<file path="src/rtl/t_sram_arbiter.sv">
// Single-port SRAM scheduler: level-held reads, FIFO-buffered writes, one access per cycle.
// Optional read-after-write address hazard check: define T_SRAM_ARB_RAW_CHECK_EN.
module t_sram_arbiter #(
    parameter int WORD_W     = 64,
    parameter int HEADER_BIT = 4,
    parameter int T_PER_WORD = 4,
    parameter int ADDR_W     = 8,
    parameter int TSIZE_W    = 10,
    parameter int FIFO_DEPTH = 4
) (
    input  logic                         clk,
    input  logic                         rst_n,
    input  logic [TSIZE_W-1:0]           i_t_size,
    input  logic                         i_rd_req,
    output logic [WORD_W-1:0]            o_rd_data,
    input  logic                         i_wr_send,
    input  logic [WORD_W-1:0]            i_wr_data,
    input  logic                         i_rst_addr,
    output logic                         o_mem_en,
    output logic                         o_mem_we,
    output logic [ADDR_W-1:0]            o_mem_addr,
    output logic [WORD_W-HEADER_BIT-1:0] o_mem_wdata,
    input  logic [WORD_W-HEADER_BIT-1:0] i_mem_rdata,
    output logic                         o_busy,
    output logic                         o_overflow,
    output logic [1:0]                   rd_state
);
    localparam int PW = WORD_W - HEADER_BIT;
    localparam int CW = HEADER_BIT - 1;
    localparam int IW = $clog2(FIFO_DEPTH);
    localparam int NW = $clog2(FIFO_DEPTH + 1);

    typedef enum logic [1:0] {
        IDLE    = 2'd0,
        RD_CMD  = 2'd1,
        RD_DATA = 2'd2,
        RD_RESP = 2'd3
    } rd_state_t;

    rd_state_t         state;
    logic [ADDR_W-1:0] rd_ptr;
    logic [ADDR_W-1:0] wr_ptr;
    logic [ADDR_W-1:0] fifo_addr [FIFO_DEPTH];
    logic [PW-1:0]     fifo_data [FIFO_DEPTH];
    logic [IW-1:0]     head;
    logic [IW-1:0]     tail;
    logic [NW-1:0]     fifo_cnt;
    logic              rst_pend;
    logic              rd_last;

    logic [31:0]       last_idx;
    logic [CW-1:0]     last_cnt;
    logic              hazard;
    logic              pending;
    logic              rd_elig;
    logic              wr_gnt;
    logic              rd_gnt;
    logic              apply_rst;
    logic              enq;
    logic              fifo_full;
    logic              near_full;
    logic [ADDR_W-1:0] wr_base;
    logic              unused_hdr;

    // Index of the final word of a T row and the group count it carries (0 = full word).
    assign last_idx  = (32'(i_t_size) + 32'(T_PER_WORD) - 32'd1) / 32'(T_PER_WORD) - 32'd1;
    assign last_cnt  = CW'(32'(i_t_size) % 32'(T_PER_WORD));
    assign fifo_full = (32'(fifo_cnt) == 32'(FIFO_DEPTH));
    assign near_full = (32'(fifo_cnt) >= 32'(FIFO_DEPTH - 1));
    assign unused_hdr = ^i_wr_data[WORD_W-1:PW];

`ifdef T_SRAM_ARB_RAW_CHECK_EN
    always_comb begin
        hazard = 1'b0;
        for (int i = 0; i < FIFO_DEPTH; i++) begin
            if (i < int'(fifo_cnt) && fifo_addr[head + IW'(i)] == rd_ptr) hazard = 1'b1;
        end
    end
`else
    assign hazard = 1'b0;
`endif

    always_comb begin
        pending   = rst_pend | i_rst_addr;
        rd_elig   = (state == IDLE) && i_rd_req && !pending && !hazard;
        wr_gnt    = (fifo_cnt != '0) && (near_full || !rd_elig);
        rd_gnt    = rd_elig && !wr_gnt;
        apply_rst = pending && (fifo_cnt == '0) && (state == IDLE);
        enq       = i_wr_send && (!fifo_full || wr_gnt);
        // A write enqueued in the cycle the pointers return to 0 already lands at address 0.
        wr_base   = apply_rst ? '0 : wr_ptr;
    end

    always_ff @(posedge clk or negedge rst_n) begin
        if (!rst_n) begin
            state       <= IDLE;
            rd_ptr      <= '0;
            wr_ptr      <= '0;
            head        <= '0;
            tail        <= '0;
            fifo_cnt    <= '0;
            rst_pend    <= 1'b0;
            rd_last     <= 1'b0;
            o_rd_data   <= '0;
            o_mem_en    <= 1'b0;
            o_mem_we    <= 1'b0;
            o_mem_addr  <= '0;
            o_mem_wdata <= '0;
            o_overflow  <= 1'b0;
        end else begin
            o_mem_en    <= wr_gnt | rd_gnt;
            o_mem_we    <= wr_gnt;
            o_mem_addr  <= wr_gnt ? fifo_addr[head] : (rd_gnt ? rd_ptr : '0);
            o_mem_wdata <= wr_gnt ? fifo_data[head] : '0;
            o_rd_data   <= '0;

            case (state)
                IDLE: begin
                    if (rd_gnt) begin
                        state   <= RD_CMD;
                        rd_last <= (32'(rd_ptr) == last_idx);
                    end
                end
                RD_CMD:  state <= RD_DATA;
                RD_DATA: begin
                    state     <= RD_RESP;
                    o_rd_data <= {1'b1, (rd_last ? last_cnt : CW'(0)), i_mem_rdata};
                end
                RD_RESP: state <= IDLE;
                default: state <= IDLE;
            endcase

            if (apply_rst)   rd_ptr <= '0;
            else if (rd_gnt) rd_ptr <= (32'(rd_ptr) == last_idx) ? '0 : rd_ptr + ADDR_W'(1);

            if (enq) wr_ptr <= (32'(wr_base) == last_idx) ? '0 : wr_base + ADDR_W'(1);
            else     wr_ptr <= wr_base;

            head     <= head + IW'(wr_gnt);
            tail     <= tail + IW'(enq);
            fifo_cnt <= fifo_cnt + NW'(enq) - NW'(wr_gnt);

            if (i_wr_send && !enq) o_overflow <= 1'b1;
            rst_pend <= pending && !apply_rst;
        end
    end

    // Payload storage needs no reset: occupancy is tracked by fifo_cnt.
    always_ff @(posedge clk) begin
        if (enq) begin
            fifo_addr[tail] <= wr_base;
            fifo_data[tail] <= i_wr_data[PW-1:0];
        end
    end

    assign o_busy   = (fifo_cnt != '0) || (state != IDLE) || rst_pend;
    assign rd_state = state;

endmodule

</file>
<file path="config.mk">
export PLATFORM = sky130hd
export DESIGN_NAME = t_sram_arbiter
export DESIGN_NICKNAME = d
export VERILOG_FILES = /design/src/rtl/t_sram_arbiter.sv
export SDC_FILE = /design/constraint.sdc
export NUM_CORES = 1
export LEC_CHECK = 0
export CORE_UTILIZATION = 57
export CTS_CLUSTER_DIAMETER = 150
export DETAILED_ROUTE_END_ITERATION = 8
export PLACE_DENSITY_LB_ADDON = 0.1
export SLEW_MARGIN = 30
export SYNTH_ARGS = -nofsm -noshare
export SYNTH_HDL_FRONTEND = slang
export SYNTH_SLANG_ARGS = --single-unit
</file>
<file path="constraint.sdc">
create_clock -name clk -period 11.4 [get_ports clk]
set_input_delay 2.85 -clock clk [delete_from_list [all_inputs] [get_ports clk]]
set_output_delay 2.85 -clock clk [all_outputs]
set_load 0.05 [all_outputs]
</file>
==> impl_metrics.env <==
export IMPL_synth_edf_count=272
export IMPL_hold_class="register to register"
export IMPL_dieArea_um2=29100
export IMPL_synth_warnings=0
export IMPL_syn_avg_cell_area_um2=18.4
export IMPL_clockRootBuffer="clkbuf_16"
export IMPL_clock_skew_ns=0.0212
export IMPL_clock_sinks=433
export IMPL_r2r_end="wr_ptr[5]$_DFF_PN0_"
export IMPL_grt_util_met2_pct=38.0
export IMPL_tritoncts="done"
export IMPL_crit_type="input port to register"
export IMPL_cts_setup_buffers=0
export IMPL_arrival_ns=6.31
export IMPL_numCtsBuffers=43
export IMPL_drtIter0Drc=711
export IMPL_syn_area_um2=16200
export IMPL_viasPerCell=5.41
export IMPL_cpMaxStageDelayCell="clkdlybuf4s50_1"
export IMPL_io_buffers=271
export IMPL_tightest_slew_ns=0.919
export IMPL_placed_area_um2=19400
export IMPL_critical_path_max_fanout=8
export IMPL_cap_violations=0
export IMPL_required_ns=11.76
export IMPL_synth_cell_types=62
export IMPL_multi_input_area_um2=3820
export IMPL_max_stage_delay_ns=0.62
export IMPL_clock_fmax_mhz=168
export IMPL_postRouteAntennaNets=0
export IMPL_reg2regPathDepth=8
export IMPL_peakVddDrop_mv=0.190
export IMPL_initial_utilization_pct=58.2
export IMPL_num_antenna_cells=0
export IMPL_stdcell_count=1577
export IMPL_rrSetupSlack_ns=8.07
export IMPL_crit_path_start="i_t_size[0]"
export IMPL_grt_pass1_vias=8817
export IMPL_syn_to_final_growth_pct=28.1
export IMPL_rows=61
export IMPL_core_area_um2=27900
export IMPL_wl_per_cell_um=19.7
export IMPL_setup_tns_ns=0
export IMPL_synth_seq_area_share_pct=75.2
export IMPL_crit_top_cell="inv_1"
export IMPL_power_density_nw_per_um2=276
export IMPL_busiest_layer="met2"
export IMPL_clkLatencyLatePin_ns=0.53
export IMPL_clockBufferDepth=3
export IMPL_slew_viol_final=0
export IMPL_syn_nets=1033
export IMPL_crit_path_end="wr_ptr[5]$_DFF_PN0_"
export IMPL_gp_congestion=0.838
export IMPL_cts_resized=0
export IMPL_layout_drive_gt1_share_pct=13.8
export IMPL_pin_count=277
export IMPL_h_tree_depth=2
export IMPL_timing_rr_start="rd_state[0]$_DFFE_PN0P_"
export IMPL_dp_cells=1499
export IMPL_dp_final_hpwl_um=19000
export IMPL_syn_inst=882
export IMPL_drt_wl_total_um=31100
export IMPL_period_needed_ns=5.95
export IMPL_rsz0062_at_grt="no"
export IMPL_clkTransAtPathRegs_ns=0.06
export IMPL_hold_viol=0
export IMPL_status="finished clean"
export IMPL_synth_ff_type="edfxtp_1"
export IMPL_path_cells="clkdlybuf4s50_1 > nor2_1 > xnor2_1 > inv_1 > ha_1 > inv_1 > a21oi_1 > ha_1 > inv_1 > a311o_1 > or2_2 > a2111oi_4 > a211oi_1"
export IMPL_grt_max_degree=83
export IMPL_min_period_over_period_pct=52.2
export IMPL_antenna_found_initial=0
export IMPL_vias=8536
export IMPL_drc=0
export IMPL_cp_depth=13
export IMPL_ys_ff_latch=433
export IMPL_grt_met1_usage_pct=27.6
export IMPL_relSlewSlack_pct=38.5
export IMPL_grt_use_total_pct=22.0
export IMPL_die_w_um=171
export IMPL_nFillCells=1650
export IMPL_cts_hold_buf=0
export IMPL_seq_area_um2=12200
export IMPL_first_pass_iters=5
export IMPL_setup_viol=0
export IMPL_p_leak_nw=7.68
export IMPL_fin_nets=1317
export IMPL_gr_total_overflow=0
export IMPL_critPathTopFamily="compound AO/OA/AOI/OAI gates"
export IMPL_use_met3_pct=5.53
export IMPL_crit_buf_inv=4
export IMPL_worst_setup_path_start_kind="input port"
export IMPL_final_area_um2=20800
export IMPL_grt_pass1_wl_um=48000
export IMPL_synthArstFlopShare_pct=37.2
export IMPL_endpoint_kind="register"
export IMPL_die_h_um=171
[per-stage QoR]
stage	hold slack, ns	power, mW	util, %	setup slack [ns]
floorplan	0.466	3.75	-	2.59
global placement	0.364	4.41	69.4	5.00
detailed placement	0.366	4.46	69.7	4.96
CTS	0.379	5.80	74.5	5.47
global route	0.408	6.00	74.5	5.19
finish	0.375	5.73	74.5	5.45
[worst min-delay path by stage]
stage                     depth (start not counted)                     end  slack, ns                    from
final                                             0  o_overflow$_DFFE_PN0P_       0.37  o_overflow$_DFFE_PN0P_
after CTS                                         0  o_overflow$_DFFE_PN0P_       0.38  o_overflow$_DFFE_PN0P_
after floorplan                                   1     rd_last$_DFFE_PN0P_       0.47     rd_last$_DFFE_PN0P_
after global placement                            0  o_overflow$_DFFE_PN0P_       0.36  o_overflow$_DFFE_PN0P_
after global routing                              0  o_overflow$_DFFE_PN0P_       0.41  o_overflow$_DFFE_PN0P_
after detailed placement                          0  o_overflow$_DFFE_PN0P_       0.37  o_overflow$_DFFE_PN0P_
[per-layer routing]
metal  vias up  routed length (um)
met5         -                   0
met4         0                 584
met3        55                2430
met2       278               16000
met1      4315               12100
li1       3888                   -
[area by class of cell]
class	instances	share of cell area, %
multi-input combinational	389	18.4
sequential	433	58.8
timing repair buffer	284	13.8
tap	378	2.28
clock inverter	18	0.602
clock buffer	60	5.88
inverter	15	0.271
[cell usage in the layout (no fill, tap or decap), drive strengths merged, types with 7 or more instances in the layout]
master,n
edfxtp,272
and2,125
mux4,68
nand3,10
o21ai,8
nand2,16
clkinv,15
xor2,16
a22o,7
nor2,14
inv,16
a211oi,10
nor3,8
xnor2,20
dfrtp,161
ha,11
a21oi,10
clkdlybuf4s50,270
buf,14
clkbuf,60
[kinds of logic after synthesis]
group                      synth area share, %
DFF                                       75.2
and+or+nand+nor                           7.68
muxes                                     9.78
AOI/OAI and AO/OA                         2.81
buffers and inverters                     1.44
xor gates and xnor gates                  2.08
adders and majority gates                0.972
other                                   0.0231
[registers in the layout, summed over array words and instances, names as in the netlist]
name         cells
rd_ptr           8
rd_state         2
o_rd_data       63
o_mem_wdata     60
head             2
rd_last          1
tail             2
o_mem_addr       8
rst_pend         1
o_overflow       1
o_mem_en         1
o_mem_we         1
wr_ptr           8
fifo_data      240
fifo_addr       32
fifo_cnt         3
[synth_stat cells, drive strengths merged (4+ instances only)]
cell type  number  share of area (%)
a211oi         10               0.46
a21oi          10               0.31
a22o            7               0.38
and2          125                4.8
and3            6               0.23
buf             8               0.24
clkbuf         37               0.86
dfrtp         161                 25
edfxtp        272                 50
ha             11               0.85
inv            15               0.35
mux4           68                9.4
nand2          16               0.37
nand3          10               0.31
nand4           6               0.23
nor2           14               0.34
nor3            8               0.32
o211ai          5               0.26
o21ai           8               0.27
or3             4               0.15
xnor2          20                1.1
xor2           16               0.86
[power by group]
part,total [mW],internal [mW],switching (mW)
registers,2.33,2.12,0.207
logic,2.08,0.834,1.25
clock network,1.32,0.770,0.550
total,5.73,3.72,2.01
No activity file was read; power rests on OpenSTA's default activity.
